$ cat src/rtl/seq_divider_pkg.sv
// seq_divider_pkg: shared state encoding and default width for the sequential divider
package seq_divider_pkg;
    localparam logic [1:0] IDLE = 2'd0;
    localparam logic [1:0] RUN  = 2'd1;
    localparam logic [1:0] FIX  = 2'd2;
    localparam int DEF_WIDTH = 32;
endpackage

$ cat src/rtl/seq_divider.sv
// seq_divider: radix-2 restoring divider with magnitude division and a final sign-correction cycle
module seq_divider
    import seq_divider_pkg::*;
#(
    parameter int WIDTH = DEF_WIDTH
) (
    input  logic             clock,
    input  logic             reset,
    input  logic             OP_div,
    input  logic             OP_divu,
    input  logic [WIDTH-1:0] Dividend,
    input  logic [WIDTH-1:0] Divisor,
    output logic [WIDTH-1:0] Quotient,
    output logic [WIDTH-1:0] Remainder,
    output logic             Stall
);
    localparam int CW = $clog2(WIDTH) + 1;

    function automatic logic [WIDTH-1:0] cneg(input logic n, input logic [WIDTH-1:0] v);
        return n ? -v : v;
    endfunction

    logic [1:0]       state, next_state;
    logic [CW-1:0]    cnt;
    logic [WIDTH-1:0] quo, rem, dvs;
    logic             neg_q, neg_r;
    logic [WIDTH:0]   trial;

    // rem's top bit is kept so divisors at or above 2^(WIDTH-1) still restore correctly
    assign trial = {rem, quo[WIDTH-1]} - {1'b0, dvs};

    always_ff @(posedge clock or negedge reset) begin
        if (!reset) state <= IDLE;
        else state <= next_state;
    end

    always_comb begin
        next_state = IDLE;
        if (state == IDLE) next_state = (OP_div | OP_divu) ? RUN : IDLE;
        else if (state == RUN) next_state = (cnt == CW'(1)) ? FIX : RUN;
    end

    always_comb Stall = (state != IDLE);

    always_ff @(posedge clock or negedge reset) begin
        if (!reset) begin
            cnt       <= '0;
            quo       <= '0;
            rem       <= '0;
            dvs       <= '0;
            neg_q     <= 1'b0;
            neg_r     <= 1'b0;
            Quotient  <= '0;
            Remainder <= '0;
        end else if (state == IDLE) begin
            if (OP_div | OP_divu) begin
                neg_q <= OP_div & (Dividend[WIDTH-1] ^ Divisor[WIDTH-1]);
                neg_r <= OP_div & Dividend[WIDTH-1];
                quo   <= cneg(OP_div & Dividend[WIDTH-1], Dividend);
                dvs   <= cneg(OP_div & Divisor[WIDTH-1], Divisor);
                rem   <= '0;
                cnt   <= CW'(WIDTH);
            end
        end else if (state == RUN) begin
            rem <= trial[WIDTH] ? {rem[WIDTH-2:0], quo[WIDTH-1]} : trial[WIDTH-1:0];
            quo <= {quo[WIDTH-2:0], ~trial[WIDTH]};
            cnt <= cnt - CW'(1);
        end else begin
            Quotient  <= cneg(neg_q, quo);
            Remainder <= cneg(neg_r, rem);
        end
    end
endmodule

$ cat config.mk
export PLATFORM = sky130hd
export DESIGN_NAME = seq_divider
export DESIGN_NICKNAME = d
export VERILOG_FILES = /design/src/rtl/seq_divider_pkg.sv /design/src/rtl/seq_divider.sv
export SDC_FILE = /design/constraint.sdc
export NUM_CORES = 1
export LEC_CHECK = 0
export CAP_MARGIN = 20
export CORE_UTILIZATION = 61
export CTS_CLUSTER_DIAMETER = 80
export CTS_CLUSTER_SIZE = 24
export DETAILED_ROUTE_END_ITERATION = 8
export GPL_ROUTABILITY_DRIVEN = 1
export GPL_TIMING_DRIVEN = 0
export HOLD_SLACK_MARGIN = 0.1
export PLACE_DENSITY = 0.88
export SYNTH_ARGS = -nofsm -noshare
export SYNTH_HDL_FRONTEND = slang
export SYNTH_SLANG_ARGS = --single-unit
export TNS_END_PERCENT = 1
$ cat constraint.sdc
create_clock -name clock -period 8.55 [get_ports clock]
set_input_delay 2.565 -clock clock [delete_from_list [all_inputs] [get_ports clock]]
set_output_delay 2.565 -clock clock [all_outputs]
set_load 0.01 [all_outputs]
==> run summary, run 1 <==
register bit total from synthesis -> 170
clk buf depth -> 2
Final period util -> 0.629
# clock sinks -> 170
Slew Viols, Final -> 0
GRT Resource Usage Total -> 0.343
Area Growth Syn to Fin -> 20.0%
starting density of the core -> 0.631
first-pass GRT wire length -> 49.5 mm
Routed WL per cell -> 18.1 um
largest family of logic cells by synthesized area -> compound AO/OA/AOI/OAI gates
vias in the first global route -> 10,029
Data arrival, critical path -> 5.67 ns
outcome -> finished clean
post-DP HPWL -> 23.1 mm
EDFF count, synth -> 0
Synth Area in Adders -> 0.0451
antenna-violating nets left -> 0
largest net degree at the start of global routing -> 126
crit end category -> flip-flop
drt pass-1 iters -> 6
Mapped Avg Cell Area -> 8.37 um2
Setup Viol. Count Final -> 0
Synth cell types -> 60
most common flop cell mapped by yosys -> dfrtp_1
clock skew -> 0.00791 ns
worst hold slack -> 0.479 ns
yosys warns -> 0
IO buf count -> 131
Synth Instances -> 1,312
syn_nets -> 1,419
Clock Latency Late Sink -> 0.44 ns
MaxCap Viol Count -> 0
met3 WL post-DR -> 3.35 mm
routed vias/inst -> 6.19
simple-gate portion of the synthesized area -> 0.172
CTS tree -> built
drt first-iter violations -> 1,043
uppermost layer routed -> met4
Post-CTS Hold Buffers -> 0
async set-reset flop share out of synthesis -> 1.00
Die X -> 136 um
Seq/Total Area, Yosys -> 0.387
Synth Area in Compound Gates -> 0.215
routed via count -> 10,537
post_cts resized -> 0
Final nets -> 1,572
Tmin final -> 5.38 ns
n_diodes -> 0
die footprint -> 18,600 um2
mux cell area share after synthesis -> 0.0203
Tightest Pin Transition -> 0.836 ns
met1 wire length -> 12.7 mm
clk root buf -> clkbuf_16
startpoint types -> input pin
height of the die -> 136 um
synthesized area -> 11,000 um2
VDD IR max -> 0.000176 V
total chip power -> 3.69 mW
metal2 WL -> 14.0 mm
f_max -> 186 MHz
final hold violations -> 0
Power per Cell Area -> 280 nW/um2
layout cells sized above 1 -> 0.0365
floorplan row count -> 48
Reg clk slew, reported paths -> 0.07 ns
Num CTS Buffers -> 17
WL final -> 30.8 mm
HP Class -> reg2reg
Post-CTS Setup Bufs -> 0
xor-xnor portion of the synthesized cell area -> 0.116
initial antenna violation count -> 0
final global-route overflow total -> 0
DRC -> 0
IO Count -> 133
Leak Pwr -> 5.36 nW
Max Fanout on Critical Path -> 6
crit path kind -> in2reg
critical path data required time -> 8.84 ns
RSZ-0062 raised after global routing -> no
H-tree levels -> 4
GPL Wtd Cong -> 0.978
Max-slew headroom -> 0.441
Core Area -> 17,400 um2
==> state kept, by name, indices dropped and copies added, names as in the netlist <==
signal	flops
neg_r	1
cnt	6
neg_q	1
Remainder	32
Quotient	32
dvs	32
state	2
rem	32
quo	32
==> cells in the mapped netlist (5+ instances only) <==
library cell / number / share of area
mux2i_1: 20 / 0.018
o31ai_1: 27 / 0.018
ha_1: 38 / 0.043
and3_1: 5 / 0.0028
nor3_1: 21 / 0.0096
nand3_1: 36 / 0.016
or4_1: 17 / 0.012
nand2b_1: 8 / 0.0046
o41ai_1: 10 / 0.0080
xnor2_1: 58 / 0.046
and2_1: 5 / 0.0028
o21ai_0: 131 / 0.060
nor2_1: 126 / 0.043
dfrtp_1: 170 / 0.39
a31oi_1: 22 / 0.013
inv_1: 56 / 0.019
a21oi_1: 137 / 0.062
nor2b_1: 9 / 0.0051
clkbuf_1: 63 / 0.022
a22oi_1: 16 / 0.011
a21o_1: 13 / 0.0089
xor2_1: 87 / 0.069
buf_1: 10 / 0.0034
or3_1: 5 / 0.0028
nand4_1: 8 / 0.0046
nor4_1: 13 / 0.0074
nand2_1: 141 / 0.048
==> layer usage <==
layer	vias to the layer above	GRT usage
met4	0	0.127
met5	-	0
li1	4933	-
met1	4981	0.472
met3	67	0.0626
met2	556	0.539
==> layout make-up <==
type | count | area [um2]
Sequential cell | 170 | 4250
Buffer | 75 | 284
Clock inverter | 15 | 129
Clock buffer | 17 | 425
Multi-Input combinational cell | 1011 | 6240
Timing Repair Buffer | 134 | 1360
Tap cell | 225 | 282
Inverter | 56 | 210
Fill cell | 1282 | 4240
==> worst paths after layout <==
path                             from       endpoint  cells past startpoint  slack, ns
max reg2reg                    rem[1]        rem[24]                     13       4.05
min reg2reg                   dvs[11]        dvs[11]                      2       0.48
min                           dvs[11]        dvs[11]                      2       0.48
max in group asynchronous       reset  Remainder[23]                      2       5.60
max                        Divisor[2]        dvs[28]                     10       3.17
min in group asynchronous       reset        dvs[17]                      1       2.01
==> placed cells by master, fill, tap and decap left out, types with 5 or more instances in the layout <==
master	count
inv_6	7
inv_1	56
nor2b_1	9
ha_1	38
a21o_1	13
nand2_1	141
or3_1	5
xor2_1	87
clkdlybuf4s50_1	130
o31ai_1	27
o41ai_1	10
nand4_1	8
a22oi_1	16
clkbuf_1	63
nand2b_1	8
nand3_1	36
buf_1	10
nor3_1	21
dfrtp_1	170
and2_1	5
a31oi_1	22
o21ai_0	131
xnor2_1	58
mux2i_1	20
a21oi_1	137
nor2_1	126
clkbuf_16	17
nor4_1	13
or4_1	17
and3_1	5
==> cell families after synthesis <==
logic type / after synthesis
xor gates and xnor gates: 145
muxes: 22
adders and majority gates: 39
buffers and inverters: 131
DFF: 170
and+or+nand+nor: 409
AOI/OAI and AO/OA: 396
==> through the flow <==
| step | TNS, ns | instances | instance area, um2 | util | setup WS (ns) |
|---|---|---|---|---|---|
| finish | 0 | 1703 | 13200 | 0.757 | 3.17 |
| global route | 0 | 1703 | 13200 | 0.757 | 2.85 |
| CTS | 0 | 1701 | 13200 | 0.756 | 3.20 |
| detailed placement | 0 | 1669 | 12600 | 0.724 | 2.75 |
| global placement | -301.85 | 1668 | 12600 | 0.722 | -1.79 |
| floorplan | 0 | 1312 | 11000 | - | 3.77 |
==> report_power, final <==
part           internal, mW  switching (mW)
sequential            0.960           0.336
clock                 0.382           0.352
combinational         0.708           0.951
total                  2.05            1.64
==> critical path: stages <==
cell and delay, ns:
clkdlybuf4s50_1 0.50, nor4_1 0.35, nand2_1 0.16, or4_1 0.48, nor3_1 0.34, nor3b_1 0.73
nand2_1 0.09, o21ai_0 0.21, xor2_1 0.15, o21ai_0 0.08
Note: power is estimated with default switching activity, not from simulation.
==> run 2: changes to the inputs <==
--- a/config.mk
+++ b/config.mk
@@ -6,14 +6,14 @@
 export NUM_CORES = 1
 export LEC_CHECK = 0
 export CAP_MARGIN = 20
-export CORE_UTILIZATION = 61
+export CORE_UTILIZATION = 52
 export CTS_CLUSTER_DIAMETER = 80
 export CTS_CLUSTER_SIZE = 24
 export DETAILED_ROUTE_END_ITERATION = 8
 export GPL_ROUTABILITY_DRIVEN = 1
 export GPL_TIMING_DRIVEN = 0
 export HOLD_SLACK_MARGIN = 0.1
-export PLACE_DENSITY = 0.88
+export PLACE_DENSITY = 0.8
 export SYNTH_ARGS = -nofsm -noshare
 export SYNTH_HDL_FRONTEND = slang
 export SYNTH_SLANG_ARGS = --single-unit
==> constraint.sdc (replaced) <==
create_clock -name clock -period 4.43 [get_ports clock]
set_input_delay 1.329 -clock clock [delete_from_list [all_inputs] [get_ports clock]]
set_output_delay 1.329 -clock clock [all_outputs]
set_load 0.01 [all_outputs]
==> run summary, run 2 (synthesized netlist as in run 1, its figures left out) <==
H-tree levels -> 4 (unchanged)
final hold violations -> 0 (unchanged)
Setup TNS -> 0 ns (unchanged)
HP Class -> reg2reg
IO Count -> 133 (unchanged)
Area Growth Syn to Fin -> 20.9%
pre-CTS WS -> -0.217 ns (-2.97 ns)
routed vias/inst -> 5.92 (-4.3%)
Leak Pwr -> 5.37 nW (+0.30%)
largest net degree at the start of global routing -> 94 (-25%)
Post-CTS Hold Buffers -> 0 (unchanged)
GPL Wtd Cong -> 0.926 (-5.2%)
final global-route overflow total -> 0 (unchanged)
starting density of the core -> 0.536 (-0.0947)
Final Cell Area -> 13,300 um2 (+0.82%)
dpl cell area -> 12,700 um2 (+0.45%)
antenna-violating nets left -> 0 (unchanged)
clk root buf -> clkbuf_16
commonest cells after routing, fill and taps aside -> 170 x dfrtp_1, 141 x nand2_1, 137 x a21oi_1
Power per Cell Area -> 542 nW/um2 (+94%)
Final period util -> 0.952
Data arrival, critical path -> 4.56 ns (-1.11 ns)
Routed WL per cell -> 17.7 um (-2.0%)
Num CTS Buffers -> 17 (unchanged)
r2r setup slk -> 0.21 ns (-3.84 ns)
die footprint -> 21,700 um2 (+17%)
Setup Viol. Count Final -> 0 (unchanged)
post-DP HPWL -> 23.6 mm (+2.5%)
initial antenna violation count -> 0 (unchanged)
f_max -> 237 MHz
GRT Resource Usage Total -> 0.295 (-0.0478)
height of the die -> 147 um (+8.2%)
layout cells sized above 1 -> 0.0386 (+0.00208)
startpoint types -> flip-flop
Max-slew headroom -> 0.527 (+0.0853)
clk buf depth -> 2 (unchanged)
MaxCap Viol Count -> 0 (unchanged)
RSZ-0062 raised after global routing -> no
critical path data required time -> 4.77 ns (-4.07 ns)
Reg clk slew, reported paths -> 0.07 ns (about the same)
fillcell total -> 1,761 (+37%)
Die X -> 147 um (+8.2%)
drt pass-1 iters -> 5 (-1)
WL final -> 31.0 mm (+0.52%)
VDD IR max -> 0.000426 V (+140%)
Core Area -> 20,500 um2 (+18%)
Tmin final -> 4.22 ns
Max Fanout on Critical Path -> 10 (+4)
DRC -> 0 (unchanged)
first-pass GRT wire length -> 50.8 mm (+2.5%)
Tightest Pin Transition -> 0.710 ns (-0.126 ns)
Final Core Density -> 0.648 (-0.108)
n_diodes -> 0 (unchanged)
clock skew -> 0.00636 ns (-0.00155 ns)
routed via count -> 10,336 (-1.9%)
crit end category -> flip-flop
setup ws final -> 0.214 ns (-2.96 ns)
drt first-iter violations -> 808 (-23%)
IO buf count -> 131 (unchanged)
Slew Viols, Final -> 0 (unchanged)
floorplan row count -> 52 (+8.3%)
CTS tree -> built
most common cell after layout, fill and taps aside -> dfrtp_1
Final nets -> 1,571 (-0.064%)
worst hold slack -> 0.479 ns (-0.000151 ns)
crit path kind -> reg2reg
vias in the first global route -> 9,870 (-1.6%)
# clock sinks -> 170 (unchanged)
Clock Latency Late Sink -> 0.43 ns (about the same)
outcome -> finished clean
## run 2: area by class of cell
class | instances | area [um2] | share of cell area
clock buffer | 17 | 425 | 0.0320
clock inverter | 14 | 161 | 0.0121
timing repair buffer | 133 | 1350 | 0.102
buffer | 75 | 287 | 0.0216
tap | 270 | 338 | 0.0254
inverter | 56 | 210 | 0.0158
sequential | 170 | 4250 | 0.320
multi-input combinational | 1011 | 6260 | 0.471
## run 2: repair_timing
action,CTS,global route
setup endpoints to repair,17,27
setup buffers,0,0
endpoints found under the hold margin,0,0
resized for setup,1,8
## run 2: critical path, cell delays in order, from the launching register on
cell and delay (ns):
dfrtp_1 0.40, inv_1 0.10, ha_1 0.25, fa_1 0.39, nor2b_1 0.22, o31a_1 0.20
o21ai_0 0.24, o21ai_1 0.43, a221o_1 0.35, a41o_1 0.20, clkbuf_1 0.35, or2_2 0.18
clkbuf_1 0.25, clkbuf_2 0.29, nand2_1 0.08, o221ai_1 0.19
## run 2: metrics by stage
stage	total power, mW	cells
global placement	5.50	1713
CTS	7.10	1745
finish	7.20	1746
floorplan	4.66	1312
global route	7.69	1746
detailed placement	5.58	1714
## run 2: path summary, 6_finish.rpt
check | start | end | cells after the start
min reg2reg | dvs[25] | dvs[25] | 2
max | quo[31] | rem[28] | 15
max reg2reg | quo[31] | rem[28] | 15
min in group asynchronous | reset | dvs[10] | 1
min | dvs[25] | dvs[25] | 2
max in group asynchronous | reset | Quotient[21] | 2
## run 2: report_power, final
group / internal, mW / total [mW] / switching (mW)
logic: 1.38 / 3.22 / 1.84
clock network: 0.840 / 1.50 / 0.664
registers: 1.85 / 2.48 / 0.626
## run 2: routing by layer
layer	GRT usage	vias to the layer above	share of wire
li1	-	4927	-
met1	0.423	4968	0.45
met2	0.460	404	0.45
met3	0.0469	37	0.079
met4	0.0866	0	0.016
met5	0	-	0
